==> src/rtl/sobel_ctrl_pkg.sv <==
// Shared types and constants for the sobel frame controller.
// Build option SOBEL_CTRL_STATS_EN adds frame/stall statistics.
package sobel_ctrl_pkg;

   typedef enum logic [1:0] {
      IDLE,
      RUN,
      DRAIN,
      DONE
   } ctrl_state_t;

   typedef logic [23:0] rgb_t;

   localparam int IMG_W     = 1920;
   localparam int IMG_H     = 1080;
   localparam int FRAME_PIX = IMG_W * IMG_H;

   function automatic int frame_pix(input int w, input int h);
      return w * h;
   endfunction

endpackage

==> src/rtl/sobel_xy_cnt.sv <==
// Raster x/y position counter with start-of-frame and end-of-line flags.
module sobel_xy_cnt #(
   parameter int W  = 1920,
   parameter int H  = 1080,
   parameter int XW = $clog2(W + 1),
   parameter int YW = $clog2(H + 1)
) (
   input  logic clk,
   input  logic rst_n,
   input  logic clr,
   input  logic adv,
   output logic sof,
   output logic eol,
   output logic last
);

   logic [XW-1:0] x;
   logic [YW-1:0] y;

   always_ff @(posedge clk or negedge rst_n) begin
      if (!rst_n) begin
         x <= '0;
         y <= '0;
      end else if (clr) begin
         x <= '0;
         y <= '0;
      end else if (adv) begin
         if (x == XW'(W - 1)) begin
            x <= '0;
            y <= (y == YW'(H - 1)) ? '0 : y + 1'b1;
         end else begin
            x <= x + 1'b1;
         end
      end
   end

   assign sof  = (x == '0) && (y == '0);
   assign eol  = (x == XW'(W - 1));
   assign last = eol && (y == YW'(H - 1));

endmodule

==> src/rtl/sobel_frame_ctrl.sv <==
// One-frame-per-start sequencer in front of sobel_top.
// Optional outputs frame_cnt/stall_cnt under SOBEL_CTRL_STATS_EN.
module sobel_frame_ctrl
   import sobel_ctrl_pkg::*;
#(
   parameter int IMG_W   = 1920,
   parameter int IMG_H   = 1080,
   parameter int CNT_W   = 22,
   parameter int TIMEOUT = 4096
) (
   input  logic        clk,
   input  logic        rst_n,
   input  logic        start,
   input  logic [8:0]  cfg_threshold,
   input  logic        cfg_sobel_en,
   input  logic [23:0] s_data,
   input  logic        s_valid,
   output logic        s_ready,
   output logic [23:0] m_data,
   output logic        m_valid,
   input  logic        m_ready,
   output logic        m_sof,
   output logic        m_eol,
   output logic [8:0]  threshold,
   output logic        sobel_en,
   input  logic        o_valid,
   input  logic        o_ready,
`ifdef SOBEL_CTRL_STATS_EN
   output logic [15:0] frame_cnt,
   output logic [31:0] stall_cnt,
`endif
   output logic        busy,
   output logic        frame_done,
   output logic        frame_err
);

   localparam int NPIX = frame_pix(IMG_W, IMG_H);
   localparam int TW   = $clog2(TIMEOUT + 1);

   ctrl_state_t      state;
   logic [CNT_W-1:0] out_cnt;
   logic [TW-1:0]    timer;
   logic             run, active, arm;
   logic             in_fire, out_fire;
   logic             last_pix, cnt_full, cnt_fin;
   rgb_t             pix;

   assign run      = (state == RUN);
   assign active   = (state == RUN) || (state == DRAIN);
   assign arm      = (state == IDLE) && start;
   assign pix      = s_data;
   assign m_data   = pix;
   assign m_valid  = s_valid & run;
   assign s_ready  = m_ready & run;
   assign in_fire  = s_valid & s_ready;
   assign out_fire = o_valid & o_ready;
   assign cnt_full = (out_cnt == CNT_W'(NPIX));
   assign cnt_fin  = cnt_full ||
                     (out_fire && out_cnt == CNT_W'(NPIX - 1));

   sobel_xy_cnt #(
      .W (IMG_W),
      .H (IMG_H)
   ) u_xy (
      .clk   (clk),
      .rst_n (rst_n),
      .clr   (arm),
      .adv   (in_fire),
      .sof   (m_sof),
      .eol   (m_eol),
      .last  (last_pix)
   );

   always_ff @(posedge clk or negedge rst_n) begin
      if (!rst_n) begin
         state      <= IDLE;
         out_cnt    <= '0;
         timer      <= '0;
         threshold  <= '0;
         sobel_en   <= 1'b0;
         busy       <= 1'b0;
         frame_done <= 1'b0;
         frame_err  <= 1'b0;
      end else begin
         frame_done <= 1'b0;
         // beats past a full frame are an overrun and never counted
         if (active && out_fire) begin
            if (cnt_full) frame_err <= 1'b1;
            else out_cnt <= out_cnt + 1'b1;
         end
         unique case (state)
            IDLE: if (start) begin
               state     <= RUN;
               busy      <= 1'b1;
               threshold <= cfg_threshold;
               sobel_en  <= cfg_sobel_en;
               out_cnt   <= '0;
               timer     <= '0;
               frame_err <= 1'b0;
            end
            RUN: if (in_fire && last_pix) begin
               state <= DRAIN;
               timer <= '0;
            end
            DRAIN: begin
               if (cnt_fin) begin
                  state      <= DONE;
                  busy       <= 1'b0;
                  frame_done <= 1'b1;
               end else if (out_fire) begin
                  timer <= '0;
               end else if (timer == TW'(TIMEOUT - 1)) begin
                  state      <= DONE;
                  busy       <= 1'b0;
                  frame_done <= 1'b1;
                  frame_err  <= 1'b1;
               end else begin
                  timer <= timer + 1'b1;
               end
            end
            DONE: state <= IDLE;
         endcase
      end
   end

`ifdef SOBEL_CTRL_STATS_EN
   always_ff @(posedge clk or negedge rst_n) begin
      if (!rst_n) begin
         frame_cnt <= '0;
         stall_cnt <= '0;
      end else begin
         if (frame_done) frame_cnt <= frame_cnt + 1'b1;
         if (arm) stall_cnt <= '0;
         else if (run && s_valid && !m_ready && !(&stall_cnt))
            stall_cnt <= stall_cnt + 1'b1;
      end
   end
`endif

endmodule
==> config.mk <==
export PLATFORM = sky130hd
export DESIGN_NAME = sobel_frame_ctrl
export DESIGN_NICKNAME = d
export VERILOG_FILES = /design/src/rtl/sobel_ctrl_pkg.sv /design/src/rtl/sobel_xy_cnt.sv /design/src/rtl/sobel_frame_ctrl.sv
export SDC_FILE = /design/constraint.sdc
export NUM_CORES = 1
export LEC_CHECK = 0
export CAP_MARGIN = 0
export CORE_MARGIN = 2
export CORE_UTILIZATION = 50
export CTS_BUF_LIST = sky130_fd_sc_hd__clkbuf_4 sky130_fd_sc_hd__clkbuf_8 sky130_fd_sc_hd__clkbuf_16
export DETAILED_ROUTE_END_ITERATION = 8
export PLACE_DENSITY = 0.79
export SYNTH_ARGS = -nofsm -noshare
export SYNTH_HDL_FRONTEND = slang
export SYNTH_SLANG_ARGS = --single-unit
==> constraint.sdc <==
create_clock -name clk -period 2.8 [get_ports clk]
set_input_delay 0.56 -clock clk [delete_from_list [all_inputs] [get_ports clk]]
set_output_delay 0.56 -clock clk [all_outputs]
set_load 0.01 [all_outputs]
==> results of run 1 <==
through the flow:
step           hold slack (ps)  power (mW)  worst slack [ps]  std cells  setup TNS [ps]
3_3_place_gp               489        2.32            -0.396        546          -0.396
5_1_grt                    250        3.43              23.7        562               0
3_5_place_dp               495        2.36              -185        546           -1440
2_1_floorplan              264        1.95               346        434               0
4_1_cts                    241        3.27             0.224        562               0
6_report                   228        3.25               135        562               0
registers in the layout, indices dropped and copies added, names as in the netlist:
register    cells
threshold       9
out_cnt        22
state           2
frame_err       1
busy            1
u_xy.x         11
u_xy.y         11
frame_done      1
timer          13
sobel_en        1
power breakdown:
| part | internal [mW] | switching [mW] | total (mW) | leakage [nW] |
|---|---|---|---|---|
| clock network | 0.503 | 0.408 | 0.911 | 0.113 |
| registers | 1.17 | 0.0933 | 1.26 | 0.971 |
| logic | 0.503 | 0.577 | 1.08 | 1.01 |
synth_stat cells, drive strengths merged, types with 2 or more instances:
master and count:
or2 4, nand2 27, nand4 20, o32a 2, nor4 7, ha 11, nor2 49, o21a 11
inv 14, buf 28, or3 9, nand3 19, nand3b 2, dfrtp 72, a22o 2, mux2 12
a41oi 2, a21boi 2, and2 5, xor2 25, nand4b 4, nand4bb 2, nor4b 2, a211oi 2
clkbuf 8, nor3 12, o21ai 12, xnor2 6, a21oi 23, a31oi 10, and3 14, and4 3
nor2b 3
cells by family after synthesis:
| group | Yosys count | synth area share |
|---|---|---|
| muxes | 12 | 0.0327 |
| AOI/OAI and AO/OA | 73 | 0.117 |
| and+or+nand+nor | 185 | 0.246 |
| adders and majority gates | 11 | 0.0333 |
| buffers and inverters | 50 | 0.0694 |
| DFF | 72 | 0.436 |
| xor gates and xnor gates | 31 | 0.0657 |
routing by layer:
metal / vias up / routed length [µm] / track usage
met3: 16 / 428 / 0.0575
li1: 1568 / - / -
met4: 0 / 150 / 0.0737
met2: 78 / 4190 / 0.320
met5: - / 0 / 0
met1: 1605 / 3870 / 0.257
worst max-delay path: stages, from the launching register on:
cell,delay [ps]
dfrtp_1,470
nor4_1,380
nand2_1,90
nor3_1,230
clkdlybuf4s50_1,590
layout by cell type (no fill, tap or decap), types with 3 or more instances in the layout:
| cell type | instances |
|---|---|
| dfrtp_1 | 72 |
| nand2_1 | 27 |
| clkinv_4 | 3 |
| ha_1 | 10 |
| nor2b_1 | 3 |
| a21oi_1 | 23 |
| a31oi_1 | 10 |
| clkdlybuf4s50_1 | 31 |
| nor4_1 | 7 |
| mux2_2 | 11 |
| buf_4 | 8 |
| or2_2 | 4 |
| and3_1 | 14 |
| inv_1 | 13 |
| nor3_1 | 11 |
| xnor2_1 | 6 |
| xor2_1 | 25 |
| nor2_1 | 48 |
| and2_1 | 3 |
| nand3_1 | 19 |
| clkbuf_8 | 9 |
| nand4_1 | 19 |
| o21a_1 | 11 |
| and4_1 | 3 |
| nand4b_1 | 3 |
| o21ai_0 | 11 |
| or3_1 | 8 |
worst paths after layout:
path | start | to | slack (ps)
setup / recovery | u_xy.x[7] | m_sof | 130
hold / removal | rst_n | u_xy.x[0] | 230
setup reg to reg | state[1] | timer[0] | 270
hold reg to reg | threshold[2] | threshold[2] | 510
max in group asynchronous | rst_n | out_cnt[7] | 2270
min in group clk | threshold[2] | threshold[2] | 510
final cells by class:
cell class | count | area [µm²] | share of cell area
inverter | 14 | 52.6 | 0.0112
clock buffer | 9 | 124 | 0.0264
timing repair buffer | 43 | 428 | 0.0912
tap | 105 | 131 | 0.0280
sequential | 72 | 1800 | 0.384
clock inverter | 7 | 96.3 | 0.0205
multi-input combinational | 312 | 2060 | 0.439
timing repair:
| action | CTS | global route |
|---|---|---|
| gates resized for setup | 1 | 4 |
| setup endpoints to repair | 1 | 10 |
| gates cloned | 0 | 0 |
| buffers inserted | 0 | 0 |
==> metrics.md, run 1 <==
| Metric | Value |
|---|---|
| Cts hold-fix bufs | 0 |
| Critical Path AT | 2110 ps |
| Cell area after synthesis | 0.00413 mm² |
| Routed len/inst | 15.4 µm |
| Synth top area share | 0.436 |
| Total CTS buffers | 9 |
| Seq cells post-synth | 72 |
| DR vias | 3267 |
| CTS tree | done |
| Core area | 0.00809 mm² |
| # DRC | 0 |
| Largest area contributor in the netlist | dfrtp_1 |
| Yosys warns | 0 |
| Die Area | 0.00901 mm² |
| Final hold vios | 0 |
| Routability cong. | 0.876 |
| Clk root buf | clkbuf_8 |
| Fin area | 0.00469 mm² |
| First-pass GRT wire length | 14200 µm |
| Initial antenna violation count | 0 |
| Fin util | 0.580 |
| FMAX | 375 MHz |
| Worst slew pin tran | 770 ps |
| Vias in the first global route | 3098 |
| Layout fillers | 720 |
| Input/output buffers | 33 |
| Final setup violation count | 0 |
| Syn Nets | 486 |
| CP max FO | 9 |
| H-Tree Level Count | 3 |
| Largest net degree at the start of global routing | 73 |
| Top post-synthesis cells by area | dfrtp_1 (44%), xor2_1 (5.3%), buf_4 (4.4%) |
| Asr flop ratio synth | 1.00 |
| Setup crit start kind | register |
| Ys flop type | dfrtp_1 |
| Power density cells | 693 mW/mm² |
| Clock transition at path regs | 80 ps |
| Unrepaired setup endpoints after global routing | false |
| Congestion Overflow GR | 0 |
| Max Cap Viol | 0 |
| Area Growth Syn to Fin | 13.5% |
| Ports | 82 |
| Post-synth EDFFs | 0 |
| Result of the run | completed |
| Tot GR Track Use | 0.200 |
| Dpl hpwl | 6010 µm |
| Min cycle time layout | 2670 ps |
| Chip width | 94.9 µm |
| Antenna Diode Count | 0 |
| Nets@finish | 504 |
| Pleak | 2.10 nW |
| Worst vdd ir | 0.451 mV |
| Final antenna-violating net count | 0 |
| Netlist cell types | 54 |
| Clock latency at the later pin of the worst-skew pair | 350 ps |
| Std cell rows | 33 |
| DRT Pass-1 Iters | 4 |
| Avg Cell Area, Syn | 9.52 µm² |
| Kind of critical path | reg -> out |
| Placed inst area | 0.00446 mm² |
| Gate Count Post-Synth | 434 |
| Sequential area share after synthesis | 0.436 |
| Vias per inst | 5.81 |
| Hold Crit Class | in -> async |
| Final period util | 0.952 |
| Type of destination of the critical path | output port |
| Rel. slew slack | 0.481 |
| Worst EP required | 2240 ps |
| Routed wire length | 8640 µm |
| Sink Count | 72 |
| Pins Over Slew Limit | 0 |
| DRT iter0 DRCs | 171 |
| FF-to-FF path depth | 8 |
| Skew final | 15.4 ps |
| Clock buffer depth | 2 |
| Initial Util | 0.511 |
| Share of layout cells above drive strength 1 | 0.125 |
| Die Height | 94.9 µm |
No activity file was read; power rests on OpenSTA's default activity.
==> run 2: changes to the inputs <==
--- a/config.mk
+++ b/config.mk
@@ -5,12 +5,13 @@
 export SDC_FILE = /design/constraint.sdc
 export NUM_CORES = 1
 export LEC_CHECK = 0
-export CAP_MARGIN = 0
+export CAP_MARGIN = 20
 export CORE_MARGIN = 2
 export CORE_UTILIZATION = 50
 export CTS_BUF_LIST = sky130_fd_sc_hd__clkbuf_4 sky130_fd_sc_hd__clkbuf_8 sky130_fd_sc_hd__clkbuf_16
 export DETAILED_ROUTE_END_ITERATION = 8
 export PLACE_DENSITY = 0.79
+export REMOVE_ABC_BUFFERS = 1
 export SYNTH_ARGS = -nofsm -noshare
 export SYNTH_HDL_FRONTEND = slang
 export SYNTH_SLANG_ARGS = --single-unit
==> metrics.md, run 2 (same netlist as run 1, synthesis figures left out) <==
| Metric | Value |
|---|---|
| Skew final | 17.4 ps (+2.04 ps) |
| Cell internal pwr | 2.10 mW (-3.4%) |
| Tot GR Track Use | 0.232 (+0.0319) |
| Initial antenna violation count | 0 (unchanged) |
| Input/output buffers | 33 (unchanged) |
| Pins Over Slew Limit | 0 (unchanged) |
| Chip width | 94.9 µm (unchanged) |
| Routed wire length | 9560 µm (+11%) |
| Crit path from | u_xy.x[2] |
| Routing usage on met3 | 0.0830 (+0.0255) |
| CP max FO | 5 (-4) |
| Fin area | 0.00469 mm² (about the same) |
| H-Tree Level Count | 3 (unchanged) |
| Largest regs | out_cnt (22), timer (13) |
| Met1 Use GR | 0.312 (+0.0546) |
| Part of the power in registers | 0.395 (+0.007) |
| Clock power share | 0.258 (-0.022) |
| Combinational power share | 0.347 (+0.015) |
| Area Growth Syn to Fin | 13.6% (about the same) |
| DRT iter0 DRCs | 199 (+16%) |
| Critical Path AT | 2030 ps (-80 ps) |
| Vias in the first global route | 3331 (+7.5%) |
| Congestion Overflow GR | 0 (unchanged) |
| Result of the run | completed |
| Die Height | 94.9 µm (unchanged) |
| Final antenna-violating net count | 0 (unchanged) |
| Pleak | 2.11 nW (+0.81%) |
| Sink Count | 72 (unchanged) |
| CTS tree | done |
| R2r startpoint | out_cnt[12] |
| # DRC | 0 (unchanged) |
| Final period util | 0.924 (-0.0276) |
| Core area | 0.00809 mm² (unchanged) |
| RR Endpoint | state[1] |
| Routed len/inst | 16.8 µm (+9.1%) |
| Final hold vios | 0 (unchanged) |
| Initial Util | 0.511 (unchanged) |
| Final WS setup | 212 ps (+77.2 ps) |
| Worst EP required | 2240 ps (about the same) |
| Final TNS setup | 0 ps (unchanged) |
| Type of destination of the critical path | output port |
| Total net switching power | 1.10 mW (+1.9%) |
| Hold Crit Class | in -> async |
| Std cell rows | 33 (unchanged) |
| Max Cap Viol | 0 (unchanged) |
| Clk root buf | clkbuf_8 |
| FF-to-FF path depth | 6 (-2) |
| FMAX | 386 MHz (+3.0%) |
| FF-to-FF setup slack | 290 ps (+20 ps) |
| Max FFs per register | 22 (unchanged) |
| Setup crit start kind | register |
| Worst slew pin tran | 820 ps (+50.8 ps) |
| Dpl cells | 553 (+1.3%) |
| DRT Pass-1 Iters | 6 (+2) |
| DR vias | 3372 (+3.2%) |
| Share of layout cells above drive strength 1 | 0.138 (+0.0129) |
| Rel. slew slack | 0.453 (-0.0284) |
| Total CTS buffers | 9 (unchanged) |
| Largest net degree at the start of global routing | 38 (-48%) |
| Vias per inst | 5.92 (+1.8%) |
| Antenna Diode Count | 0 (unchanged) |
| Placed inst area | 0.00448 mm² (+0.62%) |
| Nets@finish | 512 (+1.6%) |
| Min cycle time layout | 2590 ps (-77.2 ps) |
| Dpl hpwl | 6860 µm (+14%) |
| Most common cell after layout, fill and taps aside | dfrtp_1 |
| Worst Setup EP | m_sof |
| Clock transition at path regs | 90 ps (about the same) |
| Unrepaired setup endpoints after global routing | false |
| Worst vdd ir | 0.431 mV (-4.3%) |
| Commonest cells after routing, fill and taps aside | dfrtp_1 (72), nor2_1 (48), clkdlybuf4s50_1 (31) |
| Clock latency at the later pin of the worst-skew pair | 350 ps (about the same) |
| Power density cells | 681 mW/mm² (-1.8%) |
| Top reg by flops | out_cnt |
| Ports | 82 (unchanged) |
| Final setup violation count | 0 (unchanged) |
| GRT Max-Usage Layer | met2 |
| GR Layer Usage met2 | 0.341 (+0.0213) |
| Clock buffer depth | 2 (unchanged) |
| Cts hold-fix bufs | 0 (unchanged) |
| Routability cong. | 0.923 (+5.3%) |
| Sw frac | 0.344 (+0.0119) |
| Layout Cells excl Fill | 570 (+1.4%) |
| Die Area | 0.00901 mm² (unchanged) |
| Pre-CTS WS | 54.8 ps (+240 ps) |
| First-pass GRT wire length | 16100 µm (+14%) |
| Kind of critical path | reg -> out |
[run 2: area by class of cell]
class | count | area (µm²)
fillers | 728 | 3400
multi-input cells | 312 | 2050
flip-flops and latches | 72 | 1800
repair buffers | 51 | 463
well taps | 105 | 131
clock buffers | 9 | 124
clock inverters | 7 | 70.1
inverters | 14 | 52.6
[run 2: power by group through the flow]
stage | logic (mW) | registers, mW | clock network, mW
after global routing | 1.22 | 1.29 | 0.908
after global placement | 1.06 | 1.28 | 0
after detailed placement | 1.09 | 1.29 | 0
final | 1.11 | 1.26 | 0.826
after CTS | 1.10 | 1.27 | 0.844
after floorplan | 0.592 | 1.30 | 0
[run 2: worst max-delay path: stages (launching register included)]
cell and delay (ps):
dfrtp_1 460, nor4_1 280, nand4b_1 140, nor3_1 210
clkdlybuf4s50_1 590
[run 2: routing by layer]
layer / vias to the layer above / share of wire / wire length, µm
met5: - / 0 / 0
met4: 0 / 0.018 / 170
met3: 20 / 0.071 / 679
met2: 124 / 0.45 / 4320
met1: 1642 / 0.46 / 4390
li1: 1586 / - / -
[run 2: repair_timing]
action                                 4_1_cts  5_1_grt
buffers inserted                             0        1
resized for setup                            3        1
setup endpoints to repair                    1        1
endpoints found under the hold margin        0        0
[run 2: metrics by stage]
stage                     hold WS (ps)  utilization  power [mW]
after floorplan                    264            -        1.90
after global placement             488        0.554        2.33
after global routing               353        0.580        3.41
final                              306        0.580        3.20
after detailed placement           495        0.554        2.37
after CTS                          320        0.579        3.21
[run 2: how the worst min path moves through the flow]
| stage | to | slack, ps | from | cells after the start |
|---|---|---|---|---|
| 6_report | u_xy.y[7] | 310 | rst_n | 1 |
| 3_5_place_dp | threshold[1] | 500 | threshold[1] | 1 |
| 3_3_place_gp | timer[6] | 490 | timer[6] | 1 |
| 4_1_cts | u_xy.x[2] | 320 | rst_n | 1 |
| 2_1_floorplan | busy | 260 | rst_n | 0 |
| 5_1_grt | u_xy.x[2] | 350 | rst_n | 1 |
